`config.mk`:
```
export PLATFORM = sky130hd
export DESIGN_NAME = instr_fetch_unit
export DESIGN_NICKNAME = d
export VERILOG_FILES = /design/src/rtl/instr_fetch_unit.sv
export SDC_FILE = /design/constraint.sdc
export NUM_CORES = 1
export LEC_CHECK = 0
export CORE_MARGIN = 4
export CORE_UTILIZATION = 40
export DETAILED_ROUTE_END_ITERATION = 16
export PLACE_DENSITY = 0.67
export SLEW_MARGIN = 20
export SYNTH_ARGS = -nofsm -noshare
export SYNTH_HDL_FRONTEND = slang
export SYNTH_SLANG_ARGS = --single-unit
```
`constraint.sdc`:
```
create_clock -name clk_i -period 7 [get_ports clk_i]
set_clock_uncertainty 0.2 [all_clocks]
set_input_delay 1.05 -clock clk_i [delete_from_list [all_inputs] [get_ports clk_i]]
set_output_delay 1.05 -clock clk_i [all_outputs]
set_load 0.02 [all_outputs]
```
`src/rtl/instr_fetch_unit.sv`:
```
// Instruction fetch front end: fetch PC, single-outstanding imem requests, instruction FIFO and redirect flush.
// Optional feature macro IFU_BYPASS_EN: an acked word is presented in the same cycle when the buffer is empty.
module instr_fetch_unit #(
    parameter int unsigned       ADDR_W     = 32,
    parameter logic [ADDR_W-1:0] RESET_PC   = {ADDR_W{1'b0}},
    parameter int unsigned       FIFO_DEPTH = 2
) (
    input  logic              clk_i,
    input  logic              rst_i,
    output logic              imem_req_o,
    output logic [ADDR_W-1:0] imem_addr_o,
    input  logic              imem_ack_i,
    input  logic [31:0]       imem_data_i,
    output logic              instr_valid_o,
    output logic [31:0]       instr_o,
    output logic [ADDR_W-1:0] instr_pc_o,
    input  logic              instr_ready_i,
    input  logic              redirect_i,
    input  logic [ADDR_W-1:0] redirect_pc_i
);

    localparam int unsigned       PTR_W   = (FIFO_DEPTH > 1) ? $clog2(FIFO_DEPTH) : 1;
    localparam int unsigned       CNT_W   = PTR_W + 1;
    localparam logic [CNT_W-1:0]  DEPTH_C = CNT_W'(FIFO_DEPTH);
    localparam logic [ADDR_W-1:0] PC_STEP = ADDR_W'(32'd4);

    typedef enum logic [1:0] {
        ST_IDLE  = 2'd0,
        ST_REQ   = 2'd1,
        ST_FLUSH = 2'd2
    } state_t;

    state_t             state_r;
    state_t             state_next_s;
    logic [ADDR_W-1:0]  fetch_pc_r;
    logic [ADDR_W-1:0]  fetch_pc_next_s;
    logic [ADDR_W-1:0]  addr_r;
    logic [ADDR_W-1:0]  addr_next_s;
    logic               req_r;
    logic [31:0]        instr_mem_r [FIFO_DEPTH];
    logic [ADDR_W-1:0]  pc_mem_r    [FIFO_DEPTH];
    logic [PTR_W-1:0]   rd_ptr_r;
    logic [PTR_W-1:0]   wr_ptr_r;
    logic [CNT_W-1:0]   count_r;
    logic [CNT_W-1:0]   count_next_s;
    logic               ack_s;
    logic               resp_s;
    logic               fifo_valid_s;
    logic               bypass_s;
    logic               bypass_take_s;
    logic               pop_s;
    logic               push_s;
    logic               credit_s;
    logic [ADDR_W-1:0]  redirect_target_s;
    logic               unused_s;

    assign unused_s = ^redirect_pc_i[1:0];

    // Qualify the memory response and decide push/pop for this cycle
    always_comb begin
        ack_s             = imem_ack_i & req_r;
        resp_s            = ack_s & (state_r == ST_REQ);
        fifo_valid_s      = (count_r != {CNT_W{1'b0}});
`ifdef IFU_BYPASS_EN
        bypass_s          = ~fifo_valid_s & resp_s & ~redirect_i;
`else
        bypass_s          = 1'b0;
`endif
        bypass_take_s     = bypass_s & instr_ready_i;
        pop_s             = fifo_valid_s & instr_ready_i & ~redirect_i;
        push_s            = resp_s & ~redirect_i & ~bypass_take_s;
        redirect_target_s = {redirect_pc_i[ADDR_W-1:2], 2'b00};
    end

    // Present the FIFO head (or the bypassed response) to decode
    always_comb begin
        instr_valid_o = fifo_valid_s | bypass_s;
        if (fifo_valid_s) begin
            instr_o    = instr_mem_r[rd_ptr_r];
            instr_pc_o = pc_mem_r[rd_ptr_r];
        end else if (bypass_s) begin
            instr_o    = imem_data_i;
            instr_pc_o = fetch_pc_r;
        end else begin
            instr_o    = 32'h0000_0000;
            instr_pc_o = {ADDR_W{1'b0}};
        end
    end

    // Occupancy after this cycle and whether another request may be issued
    always_comb begin
        count_next_s = count_r;
        if (redirect_i) begin
            count_next_s = {CNT_W{1'b0}};
        end else if (push_s && !pop_s) begin
            count_next_s = count_r + CNT_W'(1'b1);
        end else if (pop_s && !push_s) begin
            count_next_s = count_r - CNT_W'(1'b1);
        end else begin
            count_next_s = count_r;
        end
        credit_s = (count_next_s < DEPTH_C);
    end

    // Fetch FSM next state and fetch PC
    always_comb begin
        state_next_s    = state_r;
        fetch_pc_next_s = fetch_pc_r;
        if (redirect_i) begin
            // An un-acked request must still be drained before the new PC is fetched
            fetch_pc_next_s = redirect_target_s;
            state_next_s    = (req_r && !ack_s) ? ST_FLUSH : ST_REQ;
        end else begin
            case (state_r)
                ST_IDLE: begin
                    state_next_s = credit_s ? ST_REQ : ST_IDLE;
                end
                ST_REQ: begin
                    if (ack_s) begin
                        fetch_pc_next_s = fetch_pc_r + PC_STEP;
                        state_next_s    = credit_s ? ST_REQ : ST_IDLE;
                    end else begin
                        state_next_s    = ST_REQ;
                    end
                end
                ST_FLUSH: begin
                    if (ack_s) begin
                        state_next_s = credit_s ? ST_REQ : ST_IDLE;
                    end else begin
                        state_next_s = ST_FLUSH;
                    end
                end
                default: begin
                    state_next_s = ST_IDLE;
                end
            endcase
        end
        addr_next_s = (state_next_s == ST_FLUSH) ? addr_r : fetch_pc_next_s;
    end

    assign imem_req_o  = req_r;
    assign imem_addr_o = addr_r;

    // FSM, PC, request outputs and FIFO pointers
    always_ff @(posedge clk_i) begin
        if (!rst_i) begin
            state_r    <= ST_IDLE;
            fetch_pc_r <= RESET_PC;
            addr_r     <= RESET_PC;
            req_r      <= 1'b0;
            rd_ptr_r   <= {PTR_W{1'b0}};
            wr_ptr_r   <= {PTR_W{1'b0}};
            count_r    <= {CNT_W{1'b0}};
        end else begin
            state_r    <= state_next_s;
            fetch_pc_r <= fetch_pc_next_s;
            addr_r     <= addr_next_s;
            req_r      <= (state_next_s != ST_IDLE);
            count_r    <= count_next_s;
            if (redirect_i) begin
                rd_ptr_r <= {PTR_W{1'b0}};
                wr_ptr_r <= {PTR_W{1'b0}};
            end else begin
                if (pop_s) begin
                    rd_ptr_r <= rd_ptr_r + PTR_W'(1'b1);
                end
                if (push_s) begin
                    wr_ptr_r <= wr_ptr_r + PTR_W'(1'b1);
                end
            end
        end
    end

    // Instruction buffer storage; contents are only visible through the count
    always_ff @(posedge clk_i) begin
        if (rst_i && push_s) begin
            instr_mem_r[wr_ptr_r] <= imem_data_i;
            pc_mem_r[wr_ptr_r]    <= fetch_pc_r;
        end
    end

endmodule

```
Yosys cells after proc, flatten, opt, wreduce, memory -nomap -nowiden
Memory sizes are Yosys's and may differ from the RTL's. A register that Yosys moved wholly into a read port is not among the register bits.
Cells that the tools add are included.
{"block": "op_classes", "n_div": 0, "n_shift": 0, "addsub": 5, "multipliers": 0, "eq_ne": 3, "bitwise": 7, "mux": 20, "magnitude_cmp": 1, "reduce_logical": 11}
{"operator": "32-bit two-way mux", "n": 5}
{"operator": "32-bit by 3-bit adder with 32-bit output (second input constant)", "n": 1}
{"operator": "2-bit two-way mux", "n": 6}
{"operator": "1-bit two-way mux", "n": 8}
{"operator": "2-bit one-hot mux with 3 select lines", "n": 1}
{"operator": "1-bit AND", "n": 5}
{"operator": "2-bit == test (second input constant)", "n": 2}
{"operator": "1-bit logical AND", "n": 4}
{"operator": "2-bit nonzero test", "n": 2}
{"operator": "1-bit logical NOT", "n": 3}
{"operator": "1-bit adder (second input constant)", "n": 2}
{"operator": "2-bit by 1-bit adder with 2-bit output (second input constant)", "n": 1}
{"operator": "2-bit by 1-bit == test with 1-bit output (second input constant)", "n": 1}
{"operator": "2-bit logical NOT", "n": 1}
{"operator": "2-bit less-than comparator (second input constant)", "n": 1}
{"operator": "1-bit inverter", "n": 2}
{"operator": "2-bit OR reduction", "n": 1}
{"operator": "2-bit by 1-bit subtractor with 2-bit output (second input constant)", "n": 1}
{"block": "word_totals", "mem_count": 2, "latch_bits": 0, "romBits": 0, "in_bits": 69, "wordCells": 56, "ramBits": 128, "out_inout_bits": 98, "reg_bits": 71}
{"name": "instr_mem_r", "depth": 2, "width": 32, "rd": 1, "rd_clocked_by_memory_dff": 1, "write_ports": 1, "line_no": "40", "rtl": "logic [31:0] instr_mem_r [FIFO_DEPTH];"}
{"name": "pc_mem_r", "depth": 2, "width": 32, "rd": 1, "rd_clocked_by_memory_dff": 1, "write_ports": 1, "line_no": "41", "rtl": "logic [ADDR_W-1:0] pc_mem_r [FIFO_DEPTH];"}

Logic depth before layout (Yosys ltp)
{"block": "depth", "word_depth": 14, "depth_mapped": 10, "mapped_depth_nobuf": 9}

Worst setup path before layout
No wires, ideal clock.
{"block": "synth_timing", "path_type": "input to register", "startpoint": "input port redirect_i", "endpoint": "memory instr_mem_r[0][0] (enable)", "t_arrival_ns": 5.941, "path_slack_ns": 0.295, "path_buffers": 1, "path_stages": 4, "setup_time_ns": 0.564, "required_ns": 6.236, "path_cell_list": "clkinv_1 -> clkbuf_1 -> nand2_1 -> nor3_1"}
{"block": "synth_via", "elab_chain_cells": 5}
{"item": "from (decl)", "line_no": "18", "rtl": "input logic redirect_i,"}
{"item": "1-bit inverter", "line_no": "71", "rtl": "push_s = resp_s & ~redirect_i & ~bypass_take_s;"}
{"item": "1-bit AND", "line_no": "71"}
{"item": "1-bit logical AND", "line_no": "176", "rtl": "if (rst_i && push_s) begin"}
{"item": "1-bit two-way mux", "line_no": "176"}
{"item": "1-bit two-way mux (not written as such)", "line_no": "177", "rtl": "instr_mem_r[wr_ptr_r] <= imem_data_i;"}
{"item": "to (decl)", "line_no": "40"}
Every way passes these cells.

==> impl_metrics.csv <==
group,metric,value,unit
final_layout,fin_nets,910,
setup_path,path_delay_family,"buffers and inverters",
pwr,clkPwrFrac,0.386,
sta,setup_tns,0,ps
synthesis,ys.flop_type,"edfxtp_1",
die,die_area,0.02312,mm²
setup_path,crit_path_start_kind,"register",
cts,cts-root-buf,"clkbuf_16",
pwr,ir_drop,0.1649,mV
sta,timing.fmax,0.2508,GHz
placement,hpwl,13.03,mm
setup_path,required,5750,ps
pwr,pwr-share-seq,0.532,
setup_path,critPathSlowestCell,"buf_4",
hold_path,worstHoldPathType,"reg2reg",
global_routing,grt_usage,0.1693,
routing,wl_per_cell,17.58,µm
die,start_util,0.4088,
setup_path,rr_endpoint,"imem_req_o$_SDFF_PN0_",
routing,vias,5759,
setup_path,cp_cell_sequence,"buf_4 -> mux2i_1 -> nor2_1 -> clkdlybuf4s50_1",
routing,drc,0,
placement,gp_congestion,0.8018,
cts,cts_buffers,17,
synthesis,syn_nets,757,
pwr,p_sw,593.0,µW
final_layout,nFillCells,1790,
setup_path,regToRegStartpoint,"count_r[0]$_SDFFE_PP0P_",
placement,port_buffers,164,
synthesis,synth_cell_type_count,51,
final_layout,layout-drive-gt1-share,0.07059,
setup_path,critical_path.endpoint_type,"output pin",
cts,post_cts_buffers,0,
pwr,p_leak,0.003593,µW
cts,clockBufferDepth,2,
global_routing,grt_max_degree,65,
outcome,run_status,"finished, final reports clean",
routing,drt_pass1_iterations,4,
global_routing,grt_pass1_wl,30.87,mm
final_layout,final_cell_mix,"clkdlybuf4s50_1, edfxtp_1, nor2_1, mux2i_1, dfxtp_1",
pwr,combPwrFrac,0.082,
final_layout,regArea,0.005289,mm²
cts,cts_resized,0,
final_layout,n_antenna_cell,0,
sta,period_share,0.5696,
setup_path,critPathMaxFanout,50,
die,die_w,152.0,µm
routing,ant_nets,0,
die,core.rowCount,52,
setup_path,reg2reg_depth,10,
cts,worstSkewPairLatency,440,ps
global_routing,grt_overflow,0,
synthesis,synthCells,684,
setup_path,critPathCapture,"instr_pc_o[3]",
synthesis,ys_seq_area_frac,0.6368,
global_routing,grt_pass1_vias,5676,
sta,slew_viol_final,0,
synthesis,synth-warning-count,0,
sta,worst_slew_pin_slew,934.4,ps
pwr,p_int,1892,µW
synthesis,synth_seq_cells,200,
setup_path,slowest_delay,750,ps
sta,period_needed,3987,ps
pwr,power.density,230.5,mW/mm²
final_layout,layout_commonest_cell,"clkdlybuf4s50_1",
global_routing,antenna_found_initial,0,
setup_path,cp_data_arrival_time,2740,ps
cts,path_clk_slew,80,ps
setup_path,critical_path_buf_inv_count,2,
cts,cts_tree,"built",
setup_path,crit_type,"reg2out",
routing,vias_per_cell,5.142,
cts,htree_levels,4,
sta,rsz0062_at_grt,"no",
synthesis,synth-async-reset-ratio,0,
die,num_io_pins,167,
synthesis,avgSynthCellArea,12.13,µm²
run,maxCapViolCount,0,
cts,clock_sinks,200,
pwr,switching_share,0.2386,
setup_path,reg2reg_slack,3810,ps
final_layout,fin_util,0.5312,
setup_path,worstSetupPathDepth,4,
sta,holdWs,258.6,ps
sta,maxSlewHeadroom,0.3771,
sta,finalSetupViolCount,0,
cts,cts_hold_buffers,0,
final_layout,area_growth,29.93,%
routing,drt-initial-drc-count,354,
synthesis,syn-cell-area,0.008299,mm²
final_layout,multi_input_area,0.002816,mm²
die,die_h,152.0,µm
die,core,0.02030,mm²
synthesis,synth_edf_count,128,
sta,report.final.hold_viol_count,0,
routing,wl,19.69,mm
Yosys cell counts (all sizes together) (5+ instances only):
library cell | n | area (µm²)
nor4 | 14 | 121.4
nor3 | 8 | 40.04
o31a | 7 | 61.31
buf | 26 | 116.4
o211ai | 5 | 37.54
nand3 | 23 | 115.1
a21oi | 31 | 155.2
xor2 | 6 | 52.55
inv | 8 | 30.03
xnor2 | 9 | 78.83
nand2 | 44 | 165.2
and4 | 6 | 52.55
o211a | 5 | 50.05
clkbuf | 15 | 56.30
o21ai | 41 | 205.2
and2 | 5 | 31.28
nand4 | 13 | 102.6
mux2i | 72 | 720.7
nand2b | 7 | 43.79
nor2 | 83 | 311.6
edfxtp | 128 | 3844
and3 | 12 | 75.07
dfxtp | 72 | 1441
per-stage QoR:
| stage | cells | setup slack (ps) | total power [µW] | instance area, µm² |
|---|---|---|---|---|
| final | 1120 | 3013 | 2485 | 10780 |
| after global routing | 1120 | 2858 | 2582 | 10780 |
| after CTS | 1120 | 2957 | 2512 | 10780 |
| after detailed placement | 1088 | 2875 | 1552 | 10200 |
| after global placement | 1088 | 2896 | 1550 | 10200 |
| after floorplan | 684 | 294.8 | 1442 | 8299 |
registers in the layout (all words and copies together) (netlist names), named ones only:
signal and count:
imem_req_o 1, rd_ptr_r 1, pc_mem_r 64, fetch_pc_r 32, count_r 2, imem_addr_o 32, instr_mem_r 64, wr_ptr_r 1
state_r 2
power groups by stage:
stage                     logic [µW]  clock network [µW]  registers, µW
final                            205                 959           1320
after floorplan                 83.9                   0           1360
after CTS                        206                 985           1320
after global placement           203                   0           1350
after detailed placement         205                   0           1350
after global routing             223                1030           1330
metal layers:
metal,part of all wire,track usage
met5,0,0
met4,0.012,0.05137
met3,0.045,0.03840
met2,0.49,0.2815
met1,0.45,0.2222
cell type report:
class	count	area share
sequential	200	0.4905
timing repair buffer	175	0.1599
tap	270	0.03133
inverter	10	0.003481
clock inverter	15	0.01416
multi-input combinational	433	0.2612
clock buffer	17	0.03945
worst register-to-register path, stage by stage (launching register included):
cell and delay [ps]:
dfxtp_1 330, inv_1 60, ha_2 490, buf_4 510, inv_1 160, and3_1 230, ha_1 250, mux2i_1 150
mux2i_1 100, o311a_1 350, or2_2 270
worst min path at each step:
stage | start | endpoint | slack, ps | cells after the start
2_1_floorplan | fetch_pc_r[11]$_SDFF_PN0_ | pc_mem_r[0][11]$_DFFE_PP_ | 220 | 0
3_3_place_gp | imem_addr_o[9]$_SDFFE_PN0P_ | imem_addr_o[9]$_SDFFE_PN0P_ | 240 | 2
3_5_place_dp | imem_addr_o[9]$_SDFFE_PN0P_ | imem_addr_o[9]$_SDFFE_PN0P_ | 250 | 2
4_1_cts | imem_addr_o[9]$_SDFFE_PN0P_ | imem_addr_o[9]$_SDFFE_PN0P_ | 260 | 2
5_1_grt | imem_addr_o[10]$_SDFFE_PN0P_ | imem_addr_o[10]$_SDFFE_PN0P_ | 280 | 2
6_report | imem_addr_o[1]$_SDFFE_PN0P_ | imem_addr_o[1]$_SDFFE_PN0P_ | 260 | 2
kinds of logic (layout without fill, tap and decap cells):
family / count (synthesis) / count (layout) / synth area share
mux: 75 / 75 / 0.09091
flops: 200 / 200 / 0.6368
buf+inv: 51 / 217 / 0.02533
fa+ha+maj: 4 / 4 / 0.006031
compound gates: 113 / 113 / 0.08609
simple gates: 226 / 226 / 0.1390
xor+xnor: 15 / 15 / 0.01583
Note: power is estimated with default switching activity, not from simulation.
